--- config.mk ---
export PLATFORM = sky130hd
export DESIGN_NAME = sti_serializer
export DESIGN_NICKNAME = d
export VERILOG_FILES = /design/src/rtl/sti_serializer.sv
export SDC_FILE = /design/constraint.sdc
export NUM_CORES = 1
export LEC_CHECK = 0
export CORE_UTILIZATION = 46
export DETAILED_ROUTE_END_ITERATION = 8
export HOLD_SLACK_MARGIN = 0.15
export PLACE_DENSITY = 0.67
export SETUP_SLACK_MARGIN = 0.05
export SYNTH_ARGS = -nofsm -noshare
export SYNTH_HDL_FRONTEND = slang
export SYNTH_SLANG_ARGS = --single-unit
--- constraint.sdc ---
create_clock -name clk -period 2.9 [get_ports clk]
set_input_delay 0.58 -clock clk [delete_from_list [all_inputs] [get_ports clk]]
set_output_delay 0.58 -clock clk [all_outputs]
set_load 0.05 [all_outputs]
--- src/rtl/sti_serializer.sv ---
// sti_serializer: parallel-to-serial transmitter for the STI/DAC datapath.
// Captures a 16-bit word plus format controls, expands it into an
// 8/16/24/32-bit frame and shifts it out one bit per clock with a strobe.
module sti_serializer (
  input  logic        clk,
  input  logic        rst,
  input  logic        load,
  input  logic [15:0] pi_data,
  input  logic [1:0]  pi_length,
  input  logic        pi_fill,
  input  logic        pi_msb,
  input  logic        pi_low,
  input  logic        pi_end,
  output logic        busy,
  output logic        so_valid,
  output logic        so_data,
  output logic        done
);

  typedef enum logic {IDLE = 1'b0, SEND = 1'b1} state_t;

  state_t      state_reg, state_next;
  logic [31:0] frame_reg, frame_next;
  logic [4:0]  len_m1_reg, len_m1_next;   // frame length minus one
  logic [4:0]  cnt_reg, cnt_next;         // index of the bit currently on so_data
  logic        msb_reg, msb_next;
  logic        end_reg, end_next;
  logic        busy_reg, busy_next;
  logic        valid_reg, valid_next;
  logic        data_reg, data_next;
  logic        done_reg, done_next;

  logic [31:0] frame_new;
  logic [4:0]  len_m1_new;

  // Bit k of an N-bit right-aligned frame in the selected order.
  function automatic logic bit_at(input logic [31:0] f, input logic [4:0] lm1,
                                  input logic msb, input logic [4:0] k);
    logic [4:0] idx;
    idx = msb ? (lm1 - k) : k;
    return f[idx];
  endfunction

  // Frame built from the live inputs; only used at the moment of capture.
  always_comb begin
    frame_new  = 32'h0;
    len_m1_new = {pi_length, 3'b111};
    case (pi_length)
      2'b00: frame_new = {24'h0, (pi_low ? pi_data[15:8] : pi_data[7:0])};
      2'b01: frame_new = {16'h0, pi_data};
      2'b10: frame_new = pi_fill ? {8'h0, pi_data, 8'h0} : {16'h0, pi_data};
      default: frame_new = pi_fill ? {pi_data, 16'h0} : {16'h0, pi_data};
    endcase
  end

  // Next-state and next-output logic; outputs are computed one cycle ahead
  // so that every port comes straight from a flop.
  always_comb begin
    state_next  = state_reg;
    frame_next  = frame_reg;
    len_m1_next = len_m1_reg;
    cnt_next    = cnt_reg;
    msb_next    = msb_reg;
    end_next    = end_reg;
    busy_next   = 1'b0;
    valid_next  = 1'b0;
    data_next   = 1'b0;
    done_next   = 1'b0;
    case (state_reg)
      IDLE: begin
        if (load) begin
          state_next  = SEND;
          frame_next  = frame_new;
          len_m1_next = len_m1_new;
          cnt_next    = 5'd0;
          msb_next    = pi_msb;
          end_next    = pi_end;
          busy_next   = 1'b1;
          valid_next  = 1'b1;
          data_next   = bit_at(frame_new, len_m1_new, pi_msb, 5'd0);
        end
      end
      default: begin
        if (cnt_reg == len_m1_reg) begin
          state_next = IDLE;
          cnt_next   = 5'd0;
          done_next  = end_reg;
        end else begin
          cnt_next   = cnt_reg + 5'd1;
          busy_next  = 1'b1;
          valid_next = 1'b1;
          data_next  = bit_at(frame_reg, len_m1_reg, msb_reg, cnt_reg + 5'd1);
        end
      end
    endcase
  end

  // State and output registers; reset aborts any frame in progress.
  always_ff @(posedge clk) begin
    if (rst) begin
      state_reg  <= IDLE;
      frame_reg  <= 32'h0;
      len_m1_reg <= 5'd0;
      cnt_reg    <= 5'd0;
      msb_reg    <= 1'b0;
      end_reg    <= 1'b0;
      busy_reg   <= 1'b0;
      valid_reg  <= 1'b0;
      data_reg   <= 1'b0;
      done_reg   <= 1'b0;
    end else begin
      state_reg  <= state_next;
      frame_reg  <= frame_next;
      len_m1_reg <= len_m1_next;
      cnt_reg    <= cnt_next;
      msb_reg    <= msb_next;
      end_reg    <= end_next;
      busy_reg   <= busy_next;
      valid_reg  <= valid_next;
      data_reg   <= data_next;
      done_reg   <= done_next;
    end
  end

  assign busy     = busy_reg;
  assign so_valid = valid_reg;
  assign so_data  = data_reg;
  assign done     = done_reg;

endmodule
==> impl_table.tex <==
\begin{tabular}{lr}
\hline
Metric & Value \\
\hline
\multicolumn{2}{l}{\textbf{Logic synthesis}} \\
\quad Cell types with the highest counts after synthesis & 45 x dfxtp\_1, 42 x nor2\_1, 36 x nand2\_1, 19 x o21ai\_0, 18 x clkbuf\_1 \\
\quad Sequential cell area fraction in the yosys report & 35.6\% \\
\quad Yosys warnings & 0 \\
\quad Async S/R FF share, synth & 0\% \\
\quad EDFF count, synth & 0 \\
\quad Cell taking the most area after synthesis & dfxtp\_1 \\
\quad Number of synthesized register bits & 45 \\
\quad Flip-flop cell with the highest count after synthesis & dfxtp\_1 \\
\quad Top-area cell type share of the netlist area & about 36\% \\
\quad Leading cell types by total area after synthesis & dfxtp\_1 36\%, mux4\_1 7.3\%, nor2\_1 6.2\%, nand2\_1 5.3\%, a22oi\_1 4.7\% \\
\quad Number of distinct library cell variants in the gate-level netlist after synthesis & 43 \\
\quad Top-count cell post-synth & dfxtp\_1 \\
\quad Post-Syn Area & 2530 µm² \\
\quad Post-Syn Nets & 334 \\
\quad Synth Instances & 303 \\
\quad Average cell area after synthesis & 8.35 µm² \\
\multicolumn{2}{l}{\textbf{Die}} \\
\quad Initial core utilization & 48.6\% \\
\quad Chip width & 76.2 µm \\
\quad Die span in y & $\sim$76 µm \\
\quad Std cell rows & 26 \\
\quad Overall die area & 5800 µm² \\
\quad Core footprint & roughly 5200 µm² \\
\quad Number of top-level design ports & 29 \\
\multicolumn{2}{l}{\textbf{Power}} \\
\quad Leakage power & 1.21 nW \\
\quad Share of total power in combinational logic & 22.7\% \\
\quad Power share of the clock group & between 30\% and 40\% \\
\quad Worst VDD drop & roughly 0.34 mV \\
\quad Switching share of total power & approximately 29\% \\
\quad Switching Power & between 0.4 and 0.5 mW \\
\quad Fraction of power consumed by sequential logic & 44.4\% \\
\quad Internal cell power & 1.09 mW \\
\quad Power Dens Cells & 500 nW/µm² \\
\multicolumn{2}{l}{\textbf{Global route}} \\
\quad Maximum number of pins on one net before global-route repair & 28 \\
\quad Vias in the first global route & 2244 \\
\quad Global-route wire length before repair & 11.1 mm \\
\quad Initial antenna violation count & 0 \\
\quad Total GRT Usage & 24.4\% \\
\quad Total global routing overflow & 0 \\
\multicolumn{2}{l}{\textbf{Timing}} \\
\quad Highest Clock Rate & approximately 0.38 GHz \\
\quad Transition time of the tightest slew-check pin & roughly 740 ps \\
\quad Clock period minus worst slack & 2640 ps \\
\quad Tightest hold margin & approximately 460 ps \\
\quad Final setup violating endpoints & 0 \\
\quad Number of endpoints with negative hold slack in the final report & 0 \\
\quad Post-route setup slack & 263 ps \\
\quad Slew margin rel. & roughly half \\
\quad Setup Skew & 7.30 ps \\
\quad Final Max Slew Viols & 0 \\
\quad Unrepaired setup endpoints after global routing & no \\
\quad Setup TNS & 0 ps \\
\quad Share of the cycle needed by the critical path after routing & 90.9\% \\
\multicolumn{2}{l}{\textbf{Worst setup path}} \\
\quad Largest fanout on the critical path & 8 \\
\quad CP arrival & roughly 2800 ps \\
\quad FF-to-FF setup slack & 260 ps \\
\quad Category of the critical setup timing path & reg2reg \\
\quad Crit start category & flop \\
\quad CP Capture Type & flop \\
\quad Data required time of the worst path & 3060 ps \\
\multicolumn{2}{l}{\textbf{Drt}} \\
\quad Final Routed Wirelength & 6.91 mm \\
\quad Routed wire per std cell & 17.2 µm \\
\quad Pre-antenna DRT Iters & 5 \\
\quad Post-DRT Antenna Nets & 0 \\
\quad Vias after detailed routing & 2381 \\
\quad Detailed-route DRC error count & 0 \\
\quad Initial drt markers & $\sim$200 \\
\quad Routed vias/inst & 5.92 \\
\multicolumn{2}{l}{\textbf{CTS}} \\
\quad Clock buffer count from CTS & 5 \\
\quad Max clock buf depth & 2 \\
\quad Clock-pin slew of the registers on the worst-case setup and hold paths & 80 ps \\
\quad H-tree levels & 2 \\
\quad Latest clock arrival within the worst-skew pair & $\sim$300 ps \\
\quad Root Buffer Master & clkbuf\_8 \\
\quad Number of buffers added to fix hold violations after cts & 0 \\
\quad TritonCTS Sinks & 45 \\
\quad CTS tree & yes \\
\multicolumn{2}{l}{\textbf{Finish}} \\
\quad Number of antenna diodes & 0 \\
\quad Util after Layout & 58.4\% \\
\quad Largest register FFs & 32 \\
\quad Fill cells & 492 \\
\quad Fin nets & 362 \\
\quad Layout cells sized above 1 & 8.73\% \\
\quad Area added between synthesis and finish & 20.2\% \\
\multicolumn{2}{l}{\textbf{Place}} \\
\quad Final weighted congestion of routability-driven global placement & 0.881 \\
\quad DP Worst Slack & 232 ps \\
\quad Detailed-placement wirelength estimate & 5.07 mm \\
\quad Input/output buffers & 28 \\
\multicolumn{2}{l}{\textbf{Min path}} \\
\quad Class of the most critical hold timing path & reg2reg \\
\multicolumn{2}{l}{\textbf{Status}} \\
\quad Status & completed \\
\multicolumn{2}{l}{\textbf{Run}} \\
\quad Max-capacitance violation count & 0 \\
\hline
\end{tabular}
==> placed cells by master, fill, tap and decap left out, types with 9 or more instances in the layout <==
cell type,synthesis,routed
nor3_1,10,10
inv_1,16,16
clkdlybuf4s50_1,0,28
o21ai_0,19,19
buf_4,1,14
nor2_1,42,42
nand3_1,12,12
a21oi_1,9,9
a22oi_1,16,16
dfxtp_1,45,43
nand2_1,36,36
==> kinds of logic after synthesis <==
family / synth area share [%]
buffers and inverters: 5.93
AND/OR/NAND/NOR: 21.5
multiplexers: 12.0
AO/OA/AOI/OAI: 19.3
XOR/XNOR: 2.42
adder cells (fa/ha/maj): 3.26
flip-flops: 35.6
==> worst paths after layout <==
path                                         startpoint              endpoint  cells after the start
worst max register to register  cnt_reg[0]$_SDFFE_PP0P_    so_data$_SDFF_PP0_                      9
worst min-delay path               end_reg$_SDFFE_PP0P_  end_reg$_SDFFE_PP0P_                      2
worst max-delay path            cnt_reg[0]$_SDFFE_PP0P_    so_data$_SDFF_PP0_                      9
worst min register to register     end_reg$_SDFFE_PP0P_  end_reg$_SDFFE_PP0P_                      2
==> critical path, stage by stage (launching register included) <==
cell,delay [ps]
dfxtp_2,350
ha_1,330
inv_1,110
fa_1,430
mux2i_2,170
buf_4,190
mux4_1,270
mux2_2,270
o311ai_1,280
o41ai_1,110
==> layer usage <==
| metal | wire [µm] | part of all wire [%] | up-vias | track usage (%) |
|---|---|---|---|---|
| li1 | - | - | 1149 | - |
| met4 | 142 | 2.1 | 0 | 9.62 |
| met3 | 443 | 6.4 | 14 | 3.59 |
| met2 | 3270 | 47 | 108 | 40.4 |
| met1 | 3050 | 44 | 1110 | 32.0 |
| met5 | 0 | 0 | - | 0 |
==> repair_timing <==
item,CTS,global route
setup buffers,0,0
setup endpoints to repair,0,1
resized for setup,0,3
==> per-stage QoR <==
stage / power, mW / cells / instance area (µm²)
final: 1.52 / 402 / 3040
after global routing: 1.59 / 402 / 3040
after CTS: 1.52 / 402 / 3030
after detailed placement: 1.03 / 394 / 2920
after global placement: 1.02 / 394 / 2920
after floorplan: 0.910 / 303 / 2530
==> power by group through the flow <==
stage	Combinational (mW)	Sequential, mW	Clock, mW
finish	0.345	0.675	0.500
global route	0.377	0.680	0.531
CTS	0.343	0.675	0.505
detailed placement	0.340	0.689	0
global placement	0.336	0.689	0
floorplan	0.220	0.690	0
==> final cells by class <==
cell class / instances / area [µm²] / share of cell area [%]
Tap cell: 70 / 87.6 / 2.88
Clock inverter: 1 / 30.0 / 0.987
Timing Repair Buffer: 42 / 385 / 12.7
Inverter: 16 / 60.1 / 1.97
Clock buffer: 7 / 86.3 / 2.84
Sequential cell: 45 / 903 / 29.7
Multi-Input combinational cell: 221 / 1490 / 49.0
(Power assumes the default switching activity.)
